**src/rtl/rtc_pkg.sv**
```systemverilog
// Shared definitions for the RTC register bank: frame geometry, host select
// codes, status-byte bit positions and the arbiter FSM encoding.
package rtc_pkg;

    localparam int FRAME_W = 64;
    localparam int TIME_W  = FRAME_W - 8;

    localparam logic [7:0] SEL_TIME  = 8'h00;
    localparam logic [7:0] SEL_ALARM = 8'h01;
    localparam logic [7:0] SEL_CTRL  = 8'h02;

    localparam int ST_RUN  = 0;
    localparam int ST_AEN  = 1;
    localparam int ST_IRQ  = 2;
    localparam int ST_LOST = 3;

    typedef enum logic [1:0] {
        S_IDLE    = 2'd0,
        S_WRITE   = 2'd1,
        S_TICK    = 2'd2,
        S_PUBLISH = 2'd3
    } arb_state_t;

endpackage

```
**src/rtl/rtc_pulse_edge.sv**
```systemverilog
// Rising-edge detector: remembers last cycle's level and flags a 0->1 change
// combinationally, so the pending flag can latch on the very edge that samples it.
module rtc_pulse_edge (
    input  logic clk,
    input  logic rst,
    input  logic sig,
    output logic rise
);

    logic prev;

    // Remember the level seen at the previous edge
    always_ff @(posedge clk) begin
        if (rst) prev <= 1'b0;
        else     prev <= sig;
    end

    assign rise = sig & ~prev;

endmodule

```
**src/rtl/rtc_reg_arbiter.sv**
```systemverilog
// RTC register bank with a small arbiter that serialises host write frames and
// once-per-second ticks, then republishes a coherent {status, time} snapshot.
import rtc_pkg::*;

module rtc_reg_arbiter #(
    parameter int DEPTH = 8,
    parameter int WIDTH = 8,
    parameter int TW    = 56
) (
    input  logic                   clk,
    input  logic                   rst,
    input  logic                   tick,
    input  logic                   buf_dv,
    input  logic [DEPTH*WIDTH-1:0] wr_buf,
    output logic [DEPTH*WIDTH-1:0] rd_buf,
    output logic                   irq,
    output logic                   busy
);

    localparam int FW = DEPTH * WIDTH;

    arb_state_t state, next_state;

    logic [TW-1:0] time_cnt;
    logic [TW-1:0] alarm;
    logic          run;
    logic          alarm_en;
    logic          irq_q;
    logic          tick_lost;
    logic          pend_tick;
    logic          pend_wr;
    logic [FW-1:0] wr_hold;

    logic          dv_rise;
    logic [7:0]    sel;
    logic [TW-1:0] value;
    logic [TW-1:0] time_inc;
    logic          in_write;
    logic          in_tick;
    logic          time_write;
    logic          ctrl_write;
    logic          tick_take;
    logic          tick_clear;
    logic [7:0]    status;

    rtc_pulse_edge u_dv_edge (
        .clk  (clk),
        .rst  (rst),
        .sig  (buf_dv),
        .rise (dv_rise)
    );

    assign sel        = wr_hold[FW-1 -: 8];
    assign value      = wr_hold[TW-1:0];
    assign time_inc   = time_cnt + TW'(1);
    assign in_write   = (state == S_WRITE);
    assign in_tick    = (state == S_TICK);
    assign time_write = in_write && (sel == SEL_TIME);
    assign ctrl_write = in_write && (sel == SEL_CTRL);
    assign tick_take  = tick && run;
    // An absolute time set supersedes a queued tick, so it clears it like a serviced tick
    assign tick_clear = in_tick || time_write;

    assign irq  = irq_q;
    assign busy = (state != S_IDLE);

    // Assemble the status byte from the individual control/status bits
    always_comb begin
        status          = '0;
        status[ST_RUN]  = run;
        status[ST_AEN]  = alarm_en;
        status[ST_IRQ]  = irq_q;
        status[ST_LOST] = tick_lost;
    end

    // FSM state register
    always_ff @(posedge clk) begin
        if (rst) state <= S_IDLE;
        else     state <= next_state;
    end

    // Next state: host writes win over ticks; every service ends with a publish
    always_comb begin
        next_state = state;
        case (state)
            S_IDLE: begin
                if (pend_wr)        next_state = S_WRITE;
                else if (pend_tick) next_state = S_TICK;
            end
            S_WRITE:   next_state = S_PUBLISH;
            S_TICK:    next_state = S_PUBLISH;
            S_PUBLISH: next_state = S_IDLE;
            default:   next_state = S_IDLE;
        endcase
    end

    // Event latching runs every cycle regardless of state; new events win over clears
    always_ff @(posedge clk) begin
        if (rst) begin
            pend_tick <= 1'b0;
            pend_wr   <= 1'b0;
            wr_hold   <= '0;
        end else begin
            if (tick_take)       pend_tick <= 1'b1;
            else if (tick_clear) pend_tick <= 1'b0;

            if (dv_rise)       pend_wr <= 1'b1;
            else if (in_write) pend_wr <= 1'b0;

            if (dv_rise) wr_hold <= wr_buf;
        end
    end

    // Register bank updates applied on the exit edge of WRITE or TICK
    always_ff @(posedge clk) begin
        if (rst) begin
            time_cnt  <= '0;
            alarm     <= '1;
            run       <= 1'b0;
            alarm_en  <= 1'b0;
            irq_q     <= 1'b0;
            tick_lost <= 1'b0;
        end else begin
            if (time_write)
                time_cnt <= value;
            else if (in_tick)
                time_cnt <= time_inc;

            if (in_write && (sel == SEL_ALARM))
                alarm <= value;

            if (ctrl_write) begin
                run      <= value[ST_RUN];
                alarm_en <= value[ST_AEN];
            end

            if (ctrl_write && value[ST_IRQ])
                irq_q <= 1'b0;
            else if (in_tick && alarm_en && (time_inc == alarm))
                irq_q <= 1'b1;

            if (tick_take && pend_tick && !tick_clear)
                tick_lost <= 1'b1;
            else if (ctrl_write && value[ST_LOST])
                tick_lost <= 1'b0;
        end
    end

    // Snapshot only in PUBLISH so a reader never sees a half-applied update
    always_ff @(posedge clk) begin
        if (rst)                     rd_buf <= '0;
        else if (state == S_PUBLISH) rd_buf <= {status, time_cnt};
    end

endmodule

```
**config.mk**
```make
export PLATFORM = sky130hd
export DESIGN_NAME = rtc_reg_arbiter
export DESIGN_NICKNAME = d
export VERILOG_FILES = /design/src/rtl/rtc_pkg.sv /design/src/rtl/rtc_pulse_edge.sv /design/src/rtl/rtc_reg_arbiter.sv
export SDC_FILE = /design/constraint.sdc
export NUM_CORES = 1
export LEC_CHECK = 0
export CORE_MARGIN = 1.5
export CORE_UTILIZATION = 45
export CTS_CLUSTER_DIAMETER = 100
export CTS_CLUSTER_SIZE = 24
export DETAILED_ROUTE_END_ITERATION = 16
export DONT_BUFFER_PORTS = 1
export SETUP_SLACK_MARGIN = 0.2
export SYNTH_ARGS = -nofsm -noshare
export SYNTH_HDL_FRONTEND = slang
export SYNTH_SLANG_ARGS = --single-unit
```
**constraint.sdc**
```tcl
create_clock -name clk -period 5.3 [get_ports clk]
set_input_delay 1.06 -clock clk [delete_from_list [all_inputs] [get_ports clk]]
set_output_delay 1.06 -clock clk [all_outputs]
set_load 0.01 [all_outputs]
```
==> metrics list, run 1 <==
- RSZ-0062 raised after global routing: no
* Pwr dens: 340 nW/µm²
- Post-route antenna net violation count: 0
* Count of endpoints failing hold in the final timing report: 0
* Switching pwr: 1.27 mW
- Clock tree from TritonCTS: yes
* Critical path class: reg2reg
* Clock Latency Late Sink: 0.51 ns
- Mean area per synthesized cell: 8.12 µm²
- The longest clock path from root to sink contains 3 buffers.
* Detailed placement HPWL: 21.5 mm
- In the detailed route, the total length drawn on met3 is 2.07 mm.
* Number of antenna violations at the first check in global routing: 0
- Prevailing post-synth register cell: sky130_fd_sc_hd__dfxtp_1
- After detailed routing, the number of vias per cell comes to 5.62.
- Maximum capacitance violations: 0
- Crit path capture type: flop
* Pins over their slew limit: 0
- Global routing finished with a remaining overflow of 0.
- Final critical-path required period: 3.21 ns
* Clock Pin Slew Worst Setup and Hold Paths: 0.10 ns
* Final layout net count: 1401
* Fraction of power consumed by the clock network: 28.6%
- Count of mapped cells out of synthesis: 1419
* Die span in x: 163 µm
* DRC violation count after routing: 0
* Clock tree root driver cell: sky130_fd_sc_hd__clkbuf_16
- The total area inside the core boundary comes to 25200 µm².
- Top-Level Pins: 134
- Measured against its own limit, the worst slew margin works out to 33.3%.
- For this configuration, the core starts out at a cell density of 45.8%.
- Area fraction of the dominant cell type after synthesis: 42.5%
- Synth-to-Final Area Change: 3.55%
* Diodes inserted: 0
- Top cells by area in the synthesized netlist: sky130_fd_sc_hd__dfxtp_1, sky130_fd_sc_hd__nand2_1, sky130_fd_sc_hd__xnor2_1
- Counting every sink on the clock net gives 245.
- Distinct cells, synth: 60
- Summed over all instances, the cell type with the most area after synthesis is sky130_fd_sc_hd__dfxtp_1.
* Global placement routability congestion: 0.894
* Most common cell after layout, fill and taps aside: sky130_fd_sc_hd__nand2_1
* Leading cell types in the layout, fill and taps excluded: sky130_fd_sc_hd__nand2_1, sky130_fd_sc_hd__dfxtp_1, sky130_fd_sc_hd__nor2_1, sky130_fd_sc_hd__nand3_1, sky130_fd_sc_hd__xnor2_1
- Leak: 4.14 nW
- Post-Route Setup TNS: 0 ns
- Once layout is complete, the utilization of the core stands at 47.4%.
* Tcrit/Tclk final: 60.6%
- Worst hold path type: reg2reg
* P_int: 2.79 mW
* Post-synthesis sequential area ratio: 42.5%
* Routed wire length: 31.3 mm
- For this block, wires on met1 add up to 15.3 mm.
* Portion of total power attributed to sequential cells: 53.9%
* Global-route usage over all layers: 23.7%
* Run status: complete, no violations
- For this run, the number of Yosys warnings is 0.
- IO Port Bufs: 0
- Ratio of cells with drive above 1 in the final layout: 3.61%
- Combinational Power Share: 17.5%
- For the worst setup path, the data required time is 5.72 ns.
- Flop and latch count out of synthesis: 245
- Post-synthesis instance area: 11500 µm²
- Tightest Pin Transition: 0.999 ns
* Final setup viols: 0
* Switching Share: 31.3%
- Number of synthesized flops with an enable pin: 0
* DR pass1 iterations: 5
- Wire length of the first global-routing pass: 50.4 mm
* Area enclosed by the die boundary: 26600 µm²
- Worst Setup Slack post-DPL: 2.12 ns
- Worst path setup slack after routing: 2.09 ns
* Kind of start point of the critical path: flop
* Final setup skew: 0.0452 ns
* Total of cells resized after clock tree synthesis: 0
* Proportion of synthesized flip-flops having asynchronous set or reset: 0%
- Inserted Clock Buffers: 14
- Wire length per cell: 18.9 µm
- CTS built an H-tree with a depth of 1.
- Maximum net fanout on the critical path: 10
* Buffers inserted by post-CTS timing repair: 0
- Signal routing reaches up to met4.
- VDD sags by at most 0.000293 V.
- Measured along the y axis, the die boundary spans 163 µm.
- Count of standard-cell rows: 58
* Total met2 wirelength after detailed routing: 13.4 mm
- Hold buffer count at CTS: 0
- The via count of the first global-routing pass came to 8980.
* Overall via count from detail_route: 9323
- The detailed router finished its first iteration with 755 violations.
* Pin count of the biggest net entering global routing: 192
- Based on the critical path, the design can be clocked at up to 311 MHz.
- Data arrives at the worst endpoint at 3.64 ns.
## worst paths after layout
kind                from  slack [ns]            to  cells after the start
max          time_cnt[0]        2.09  time_cnt[24]                      8
min          wr_hold[61]        0.46   wr_hold[61]                      2
max reg2reg  time_cnt[0]        2.09  time_cnt[24]                      8
min reg2reg  wr_hold[61]        0.46   wr_hold[61]                      2
## cell families after synthesis
kind of cell,share of synthesized area [%]
AOI/OAI and AO/OA,10.1
muxes,5.64
adders and majority gates,0.651
buffers and inverters,5.00
xor gates and xnor gates,9.12
DFF,42.5
other,0.0325
and+or+nand+nor,26.9
## Yosys cell counts (5+ instances only)
cell / n
sky130_fd_sc_hd__and4_1: 14
sky130_fd_sc_hd__or4_1: 5
sky130_fd_sc_hd__buf_2: 19
sky130_fd_sc_hd__buf_4: 10
sky130_fd_sc_hd__o21ai_0: 22
sky130_fd_sc_hd__clkbuf_1: 82
sky130_fd_sc_hd__a21oi_1: 73
sky130_fd_sc_hd__nand3_1: 78
sky130_fd_sc_hd__nor4_1: 12
sky130_fd_sc_hd__nand2_1: 290
sky130_fd_sc_hd__dfxtp_1: 245
sky130_fd_sc_hd__a311oi_1: 12
sky130_fd_sc_hd__or3_1: 21
sky130_fd_sc_hd__nor2_1: 145
sky130_fd_sc_hd__ha_1: 6
sky130_fd_sc_hd__mux2i_1: 65
sky130_fd_sc_hd__a31oi_1: 6
sky130_fd_sc_hd__xnor2_1: 75
sky130_fd_sc_hd__buf_1: 7
sky130_fd_sc_hd__nor2b_1: 7
sky130_fd_sc_hd__xor2_1: 45
sky130_fd_sc_hd__a211oi_1: 48
sky130_fd_sc_hd__inv_1: 14
sky130_fd_sc_hd__nor3_1: 21
sky130_fd_sc_hd__and3_1: 10
sky130_fd_sc_hd__nand4_1: 31
## through the flow
step	std cells	power, mW	hold slack [ns]	area, µm²
2_1_floorplan	1422	2.75	0.436	11500
6_report	1658	4.06	0.458	11900
3_5_place_dp	1641	2.94	0.441	11500
3_3_place_gp	1641	2.93	0.440	11500
4_1_cts	1658	4.09	0.454	11900
5_1_grt	1658	4.25	0.477	11900
## power by group through the flow
stage	clock (mW)	combinational (mW)	sequential, mW
2_1_floorplan	0	0.663	2.09
3_3_place_gp	0	0.710	2.22
3_5_place_dp	0	0.712	2.23
4_1_cts	1.19	0.716	2.18
5_1_grt	1.25	0.785	2.21
6_report	1.16	0.710	2.19
## layer usage
metal  up-vias  GRT usage (%)
li1       4636              -
met1      4375           33.9
met2       278           36.7
met3        34           4.88
met4         0           5.09
met5         -              0
## area by class of cell
class / count / area [µm²]
tap: 330 / 413
sequential: 245 / 4900
fill: 2512 / 13200
timing repair buffer: 9 / 67.6
clock inverter: 1 / 20.0
clock buffer: 16 / 389
multi-input combinational: 1042 / 6090
inverter: 15 / 56.3
## worst max-delay path, cell delays in order, from the launching register on
cell	delay [ns]
sky130_fd_sc_hd__dfxtp_1	0.50
sky130_fd_sc_hd__ha_1	0.31
sky130_fd_sc_hd__nand3_4	0.15
sky130_fd_sc_hd__nor4_2	0.76
sky130_fd_sc_hd__nand2_1	0.35
sky130_fd_sc_hd__nor3_1	0.55
sky130_fd_sc_hd__nand3_1	0.16
sky130_fd_sc_hd__xor2_1	0.17
sky130_fd_sc_hd__a211oi_1	0.22
## registers in the layout, summed over array words and instances, names as in the netlist
register,cells
time_cnt,56
u_dv_edge.prev,1
run,1
pend_tick,1
irq,1
state,2
alarm_en,1
tick_lost,1
rd_buf,60
wr_hold,64
pend_wr,1
alarm,56
No activity file was read; power rests on OpenSTA's default activity.
==> run 2: changes to the inputs <==
==> constraint.sdc (replaced) <==
create_clock -name clk -period 3.15 [get_ports clk]
set_input_delay 0.63 -clock clk [delete_from_list [all_inputs] [get_ports clk]]
set_output_delay 0.63 -clock clk [all_outputs]
set_load 0.01 [all_outputs]
==> run 2 against run 1 <==
Effect of this change:
- via count increased by 1.9%
- non-clock buffer count increased by 37
- critical endpoint is now irq
- sequential cell count unchanged
- clock power increased by 75%
- count of clock-buffer cells in the layout unchanged
- combinational power increased by 92%
- clock skew decreased by 0.021 ns
- sequential share of layout area decreased by 1.2 points
- global-route usage increased by 0.47 points
- core utilization increased by 1.6 points
==> metrics list, run 2 (synthesis results as in run 1) <==
- RSZ-0062 raised after global routing: no (unchanged).
* Area of the core region: 25200 µm² (unchanged)
- The final total negative setup slack was 0 ns (unchanged).
- Inserted Clock Buffers: 14 (unchanged)
- DRC violation count after routing: 0 (unchanged)
- The count of nets left with antenna violations after detail routing is 0 (unchanged).
- The area growth from synthesis to layout came to 7.12% (was 3.55%).
- Leak: 4.38 nW (was 4.14 nW)
- The die span in x came to 163 µm (unchanged).
- The buffer depth of the longest clock path was 3 (unchanged).
* Combinational Power Share: 19.4% (was 17.5%)
* Clock tree root driver cell: sky130_fd_sc_hd__clkbuf_16 (unchanged)
* Tcrit/Tclk final: 90.1% (was 60.6%)
* Capture endpoint of the worst hold path: time_cnt[10] (was wr_hold[61])
- The effective utilization at floorplan came to 45.8% (unchanged).
- Global-route usage over all layers: 24.2% (was 23.7%)
- Most flop-heavy register: wr_hold (unchanged)
- The total net switching power was 2.16 mW (was 1.27 mW).
* Clock tree from TritonCTS: yes (unchanged)
- The count of hold buffers inserted by post-cts repair was 0 (unchanged).
- Wire length of the first global-routing pass: 50.7 mm (was 50.4 mm)
* Achievable clock frequency: 352 MHz (was 311 MHz)
- The number of optimization iterations in the first detailed-route pass was 5 (unchanged).
- Critical path class: reg2reg (unchanged)
- Pins over their slew limit: 0 (unchanged)
- Fin area: 12300 µm² (was 11900 µm²)
* WP data required: 3.59 ns (was 5.72 ns)
* Leading cell types in the layout, fill and taps excluded: sky130_fd_sc_hd__nand2_1, sky130_fd_sc_hd__dfxtp_1, sky130_fd_sc_hd__nor2_1, sky130_fd_sc_hd__nand3_1, sky130_fd_sc_hd__xnor2_1 (unchanged)
- Worst hold path type: in2reg (was reg2reg)
* Setup slack of the most critical reg-to-reg path: 0.31 ns (was 2.09 ns)
- The number of hold-slack violations in the final timing report is 0 (unchanged).
- GRT overflow: 0 (unchanged)
* Sequential standard cell area: 4920 µm² (was 4900 µm²)
- Top-Level Pins: 134 (unchanged)
* Overall via count from detail_route: 9499 (was 9323)
- The placed cell area is 11800 µm² (was 11500 µm²).
- The arrival time of the worst setup path was 3.28 ns (was 3.64 ns).
- The H-tree depth reported by CTS came to 1 (unchanged).
- Switching Share: 30.9% (was 31.3%)
* Fraction of power consumed by the clock network: 29.0% (was 28.6%)
- CTS sink count: 245 (unchanged)
* Pwr dens: 566 nW/µm² (was 340 nW/µm²)
- Tightest Pin Transition: 0.734 ns (was 0.999 ns)
- The DRC marker count from the first detailed-route iteration is 701 (was 755).
- The placed wire-length estimate after detailed placement came to 22.2 mm (was 21.5 mm).
- R2R cell count: 9 (was 8)
- The worst vdd rail ir drop is 0.000450 V (was 0.000293 V).
- Area enclosed by the die boundary: 26600 µm² (unchanged)
* Maximum capacitance violations: 0 (unchanged)
- The number of filler cells placed in the layout was 2472 (was 2512).
* Largest register FFs: 64 (unchanged)
- The proportion of power drawn by flip-flops and latches came to 51.6% (was 53.9%).
* Final layout net count: 1438 (was 1401)
- Final critical-path required period: 2.84 ns (was 3.21 ns)
- Startpoint of the worst hold path: rst (was wr_hold[61])
* Run status: complete, no violations (unchanged)
* Biggest regs: wr_hold x64, rd_buf x60 (unchanged)
* Global placement routability congestion: 0.911 (was 0.894)
- Crit path capture type: flop (unchanged)
- The type of element launching the critical path was a flop (unchanged).
- The number of inserted diodes came to 0 (unchanged).
- The overall routed net length is 32.1 mm (was 31.3 mm).
- Ratio of cells with drive above 1 in the final layout: 7.25% (was 3.61%)
* P_int: 4.83 mW (was 2.79 mW)
- Final setup viols: 0 (unchanged)
* Number of cells on the worst hold path: 1 (was 2)
- Count of standard-cell rows: 58 (unchanged)
* Die height: 163 µm (unchanged)
- The capture instance of the worst register-to-register path is irq (was time_cnt[24]).
- Most common cell after layout, fill and taps aside: sky130_fd_sc_hd__nand2_1 (unchanged)
- The via count of the first global-routing pass was 8972 (was 8980).
- Clock Pin Slew Worst Setup and Hold Paths: 0.11 ns (was 0.10 ns)
- Wire length per cell: 18.9 µm (about the same)
* Headroom to the max-slew limit: 51.0% (was 33.3%)
- Average vias per placed instance: 5.60 (was 5.62)
* Multi-input logic area: 6110 µm² (was 6090 µm²)
* FF-to-FF Start: time_cnt[1] (was time_cnt[0])
* Pin count of the biggest net entering global routing: 192 (unchanged)
- The clock latency at the later pin of the worst-skew pair is 0.51 ns (about the same).
- Final setup skew: 0.0245 ns (was 0.0452 ns)
* Maximum net fanout on the critical path: 10 (unchanged)
* Number of antenna violations at the first check in global routing: 0 (unchanged)
* IO Port Bufs: 0 (unchanged)
## run 2: cell count changes in the layout (fill, tap and decap cells not counted), sizes merged
cell	previous run	this run
bufinv	0	1
buf	9	46
## run 2: power groups by stage
stage / clock (mW) / combinational (mW) / sequential, mW
after floorplan: 0 / 1.12 / 3.51
after global placement: 0 / 1.35 / 3.67
after detailed placement: 0 / 1.36 / 3.67
after CTS: 2.09 / 1.37 / 3.60
after global routing: 2.17 / 1.50 / 3.65
final: 2.03 / 1.36 / 3.61
## run 2: area by class of cell
type / instances / share of cell area [%]
Clock buffer: 16 / 3.07
Multi-Input combinational cell: 1042 / 49.5
Tap cell: 330 / 3.34
Inverter: 15 / 0.456
Sequential cell: 245 / 39.9
Clock inverter: 2 / 0.375
Timing Repair Buffer: 46 / 3.40
## run 2: worst max-delay path by stage
stage / from / endpoint / slack (ns) / depth (start not counted)
after floorplan: time_cnt[1] / irq / 0.42 / 10
after global placement: time_cnt[38] / irq / 0.17 / 8
after detailed placement: time_cnt[0] / irq / 0.23 / 9
after CTS: time_cnt[0] / irq / 0.22 / 9
after global routing: time_cnt[1] / irq / 0.21 / 9
final: time_cnt[1] / irq / 0.31 / 9
## run 2: worst max-delay path, stage by stage, from the launching register on
cell and delay, ns:
sky130_fd_sc_hd__dfxtp_1 0.36, sky130_fd_sc_hd__ha_2 0.24, sky130_fd_sc_hd__nand3_4 0.14, sky130_fd_sc_hd__or4_4 0.50, sky130_fd_sc_hd__or4b_4 0.59, sky130_fd_sc_hd__nor3_4 0.31
sky130_fd_sc_hd__nand2_1 0.11, sky130_fd_sc_hd__nor3_1 0.21, sky130_fd_sc_hd__a31oi_1 0.07, sky130_fd_sc_hd__o31ai_2 0.24
## run 2: stage by stage
step / std cells / power (mW) / utilization (%) / hold WS [ns] / worst slack, ns
6_report: 1696 / 6.99 / 49.0 / 0.189 / 0.312
2_1_floorplan: 1422 / 4.63 / - / 0.436 / 0.424
3_5_place_dp: 1673 / 5.03 / 47.0 / 0.446 / 0.234
4_1_cts: 1691 / 7.06 / 48.7 / 0.177 / 0.215
3_3_place_gp: 1673 / 5.02 / 47.0 / 0.438 / 0.166
5_1_grt: 1696 / 7.32 / 49.0 / 0.179 / 0.206
## run 2: timing repair
action | 4_1_cts | 5_1_grt
buffers inserted | 0 | 5
endpoints found under the setup margin | 0 | 4
resized for setup | 0 | 18
## run 2: layer usage
layer / vias up / share of wire (%) / track usage, %
met5: - / 0 / 0.189
met4: 0 / 2.1 / 5.67
met3: 38 / 5.8 / 4.16
met2: 248 / 45 / 38.4
met1: 4512 / 47 / 34.0
li1: 4701 / - / -
==> run 3: changes to the inputs <==
--- a/config.mk
+++ b/config.mk
@@ -5,8 +5,9 @@
 export SDC_FILE = /design/constraint.sdc
 export NUM_CORES = 1
 export LEC_CHECK = 0
+export CAP_MARGIN = 20
 export CORE_MARGIN = 1.5
-export CORE_UTILIZATION = 45
+export CORE_UTILIZATION = 26
 export CTS_CLUSTER_DIAMETER = 100
 export CTS_CLUSTER_SIZE = 24
 export DETAILED_ROUTE_END_ITERATION = 16
==> constraint.sdc (replaced) <==
create_clock -name clk -period 3.15 [get_ports clk]
set_input_delay 0.315 -clock clk [delete_from_list [all_inputs] [get_ports clk]]
set_output_delay 0.315 -clock clk [all_outputs]
set_load 0.01 [all_outputs]
==> run 3 against run 2 <==
Effect of this change:
- clock power down 2%
- cell area up 8.8%
- hold slack worse by 0.029 ns
- fmax down 2.3%
- register-to-register slack worse by 0.07 ns
- final cell count up 20%
- global-route usage down 8.5 points
- setup slack worse by 0.066 ns
- core utilization down 18 points
- largest power group unchanged
==> metrics list, run 3 (synthesis results as in run 1) <==
* Post-Route Setup TNS: 0 ns (unchanged)
* Global-route usage over all layers: 15.7% (was 24.2%)
* Area of the core region: 43500 µm² (was 25200 µm²)
* Vias in the first global route: 9611 (was 8972)
* Number of violations reported at the end of detailed-routing iteration 0: 732 (was 701)
* Area enclosed by the die boundary: 45600 µm² (was 26600 µm²)
* Most common cell after layout, fill and taps aside: sky130_fd_sc_hd__nand2_1 (unchanged)
* IO Port Bufs: 0 (unchanged)
- Met1 Usage GRT: 21.4% (was 34.0%)
* Die height: 214 µm (was 163 µm)
* Worst hold path type: in2reg (unchanged)
- Headroom to the max-slew limit: 53.7% (was 51.0%)
- Synth-to-Final Area Change: 16.5% (was 7.12%)
- Number of cells on the worst hold path: 3 (was 1)
* Number of antenna violations at the first check in global routing: 0 (unchanged)
- Buffers inserted by post-CTS timing repair: 0 (unchanged)
- Average vias per placed instance: 4.87 (was 5.60)
- Largest register FFs: 64 (unchanged)
* DRC violation count after routing: 0 (unchanged)
- Inserted Clock Buffers: 14 (unchanged)
- Maximum capacitance violations: 0 (unchanged)
- The buffer depth of the longest clock path was 3 (unchanged).
- The TritonCTS sink count is 245 (unchanged).
* Die span in x: 214 µm (was 163 µm)
- The number of inserted diodes was 0 (unchanged).
- Achievable clock frequency: 344 MHz (was 352 MHz)
- Pin count of the biggest net entering global routing: 148 (was 192)
- Leading cell types in the layout, fill and taps excluded: sky130_fd_sc_hd__nand2_1, sky130_fd_sc_hd__dfxtp_1, sky130_fd_sc_hd__nor2_1, sky130_fd_sc_hd__dlygate4sd3_1, sky130_fd_sc_hd__nand3_1 (was sky130_fd_sc_hd__nand2_1, sky130_fd_sc_hd__dfxtp_1, sky130_fd_sc_hd__nor2_1, sky130_fd_sc_hd__nand3_1, sky130_fd_sc_hd__xnor2_1).
- FF-to-FF Start: time_cnt[39] (was time_cnt[1])
- The number of hold-slack violations in the final timing report is 0 (unchanged).
- Detailed placement HPWL: 25.3 mm (was 22.2 mm)
* WP data required: 3.57 ns (was 3.59 ns)
- Tcrit/Tclk final: 92.2% (was 90.1%)
* Run status: complete, no violations (unchanged)
- The maximum net fanout on the critical path was 7 (was 10).
* Tightest Pin Transition: 0.694 ns (was 0.734 ns)
- Clock tree from TritonCTS: yes (unchanged)
* Final critical-path required period: 2.90 ns (was 2.84 ns)
- Pwr dens: 526 nW/µm² (was 566 nW/µm²)
* Capture endpoint of the worst hold path: irq (was time_cnt[10])
- The top-level port count was 134 (unchanged).
- The type of element launching the critical path is a flop (unchanged).
- Crit path capture type: flop (unchanged)
- Post-route antenna net violation count: 0 (unchanged)
- Worst path setup slack after routing: 0.246 ns (was 0.312 ns)
* Clock Latency Late Sink: 0.50 ns (was 0.51 ns)
* Clock H-tree levels: 1 (unchanged)
- Arrival time at the worst endpoint: 3.32 ns (was 3.28 ns)
* Wire length per cell: 17.7 µm (was 18.9 µm)
- The total via count after detailed routing came to 9873 (was 9499).
- RSZ-0062 raised after global routing: yes (was no).
* Clock tree root driver cell: sky130_fd_sc_hd__clkbuf_16 (unchanged)
- The max-slew violation total from the final report was 0 (unchanged).
* Initial core utilization: 26.5% (was 45.8%)
- Layer carrying the most global-route usage: met2 (unchanged)
- The fraction of final layout cells sized beyond drive strength 1 is 5.96% (was 7.25%).
* Grt met2 use: 25.3% (was 38.4%)
- The register with the highest flop count was wr_hold (unchanged).
* Startpoint of the worst hold path: rst (unchanged)
- Final setup skew: 0.0242 ns (was 0.0245 ns)
- The worst-case reg-to-reg path depth is 8 (was 9).
- The routability congestion estimate came to 0.890 (was 0.911).
- GR met3 Demand/Resource: 3.59% (was 4.16%)
* Clock Pin Slew Worst Setup and Hold Paths: 0.10 ns (was 0.11 ns)
- The setup-violating endpoint count in the final report is 0 (unchanged).
* Critical R2R Capture: irq (unchanged)
- The worst vdd rail ir drop is 0.000298 V (was 0.000450 V).
- Worst Setup Slack post-DPL: 0.159 ns (was 0.234 ns)
* DR pass1 iterations: 5 (unchanged)
- The number of nets in the layout was 1516 (was 1438).
- The startpoint-to-endpoint class of the critical path is reg2reg (unchanged).
- Biggest regs: wr_hold x64, rd_buf x60 (unchanged).
- The leakage power came to 4.79 nW (was 4.38 nW).
- Wire length of the first global-routing pass: 56.6 mm (was 50.7 mm)
- The reg-to-reg setup timing slack came to 0.25 ns (was 0.31 ns).
* Count of standard-cell rows: 76 (was 58)
* GRT overflow: 0 (unchanged)
* Routed wire length: 36.0 mm (was 32.1 mm)
[run 3: worst max-delay path by stage]
stage / start / to / cells past startpoint
floorplan: time_cnt[1] / irq / 10
global placement: time_cnt[38] / irq / 8
detailed placement: time_cnt[38] / irq / 8
CTS: time_cnt[7] / irq / 8
global route: time_cnt[10] / irq / 8
finish: time_cnt[39] / irq / 8
[run 3: where the power goes]
group	switching, mW	internal, mW
Combinational	0.852	0.618
Clock	1.08	0.897
Sequential	0.302	3.31
[run 3: per-layer routing]
metal,up-vias,wire length (µm)
met5,-,0
met4,0,571
met2,229,16300
met1,4740,16600
li1,4871,-
met3,33,2480
[run 3: layout make-up]
cell class                      instances  area [µm²]
Clock buffer                           16         389
Clock inverter                          2        20.0
Fill cell                            4648       30000
Inverter                               15        56.3
Multi-Input combinational cell       1042        6120
Sequential cell                       245        4910
Tap cell                              585         732
Timing Repair Buffer                  124        1210
[run 3: stage by stage]
stage | power [mW] | area [µm²] | hold slack, ns | util [%] | instances
after global placement | 5.00 | 12100 | 0.413 | 27.9 | 1925
after floorplan | 4.63 | 11500 | 0.436 | - | 1422
after global routing | 7.37 | 13400 | 0.133 | 30.9 | 2029
after detailed placement | 5.02 | 12100 | 0.415 | 27.9 | 1925
final | 7.06 | 13400 | 0.161 | 30.9 | 2029
after CTS | 7.11 | 13400 | 0.116 | 30.9 | 2029
[run 3: what timing repair did]
action	in CTS	in global routing
endpoints found under the hold margin	188	0
pin swaps	1	0
setup endpoints to repair	1	15
resized for setup	1	7
hold buffers	86	0
[run 3: critical path, stage by stage, from the launching register on]
cell and delay, ns:
sky130_fd_sc_hd__dfxtp_1 0.48, sky130_fd_sc_hd__and4_1 0.41, sky130_fd_sc_hd__nand4_1 0.23, sky130_fd_sc_hd__or3_1 0.48
sky130_fd_sc_hd__nor4_4 0.37, sky130_fd_sc_hd__xnor2_1 0.16, sky130_fd_sc_hd__nor4_1 0.34, sky130_fd_sc_hd__nand4_1 0.17
sky130_fd_sc_hd__o31ai_2 0.19
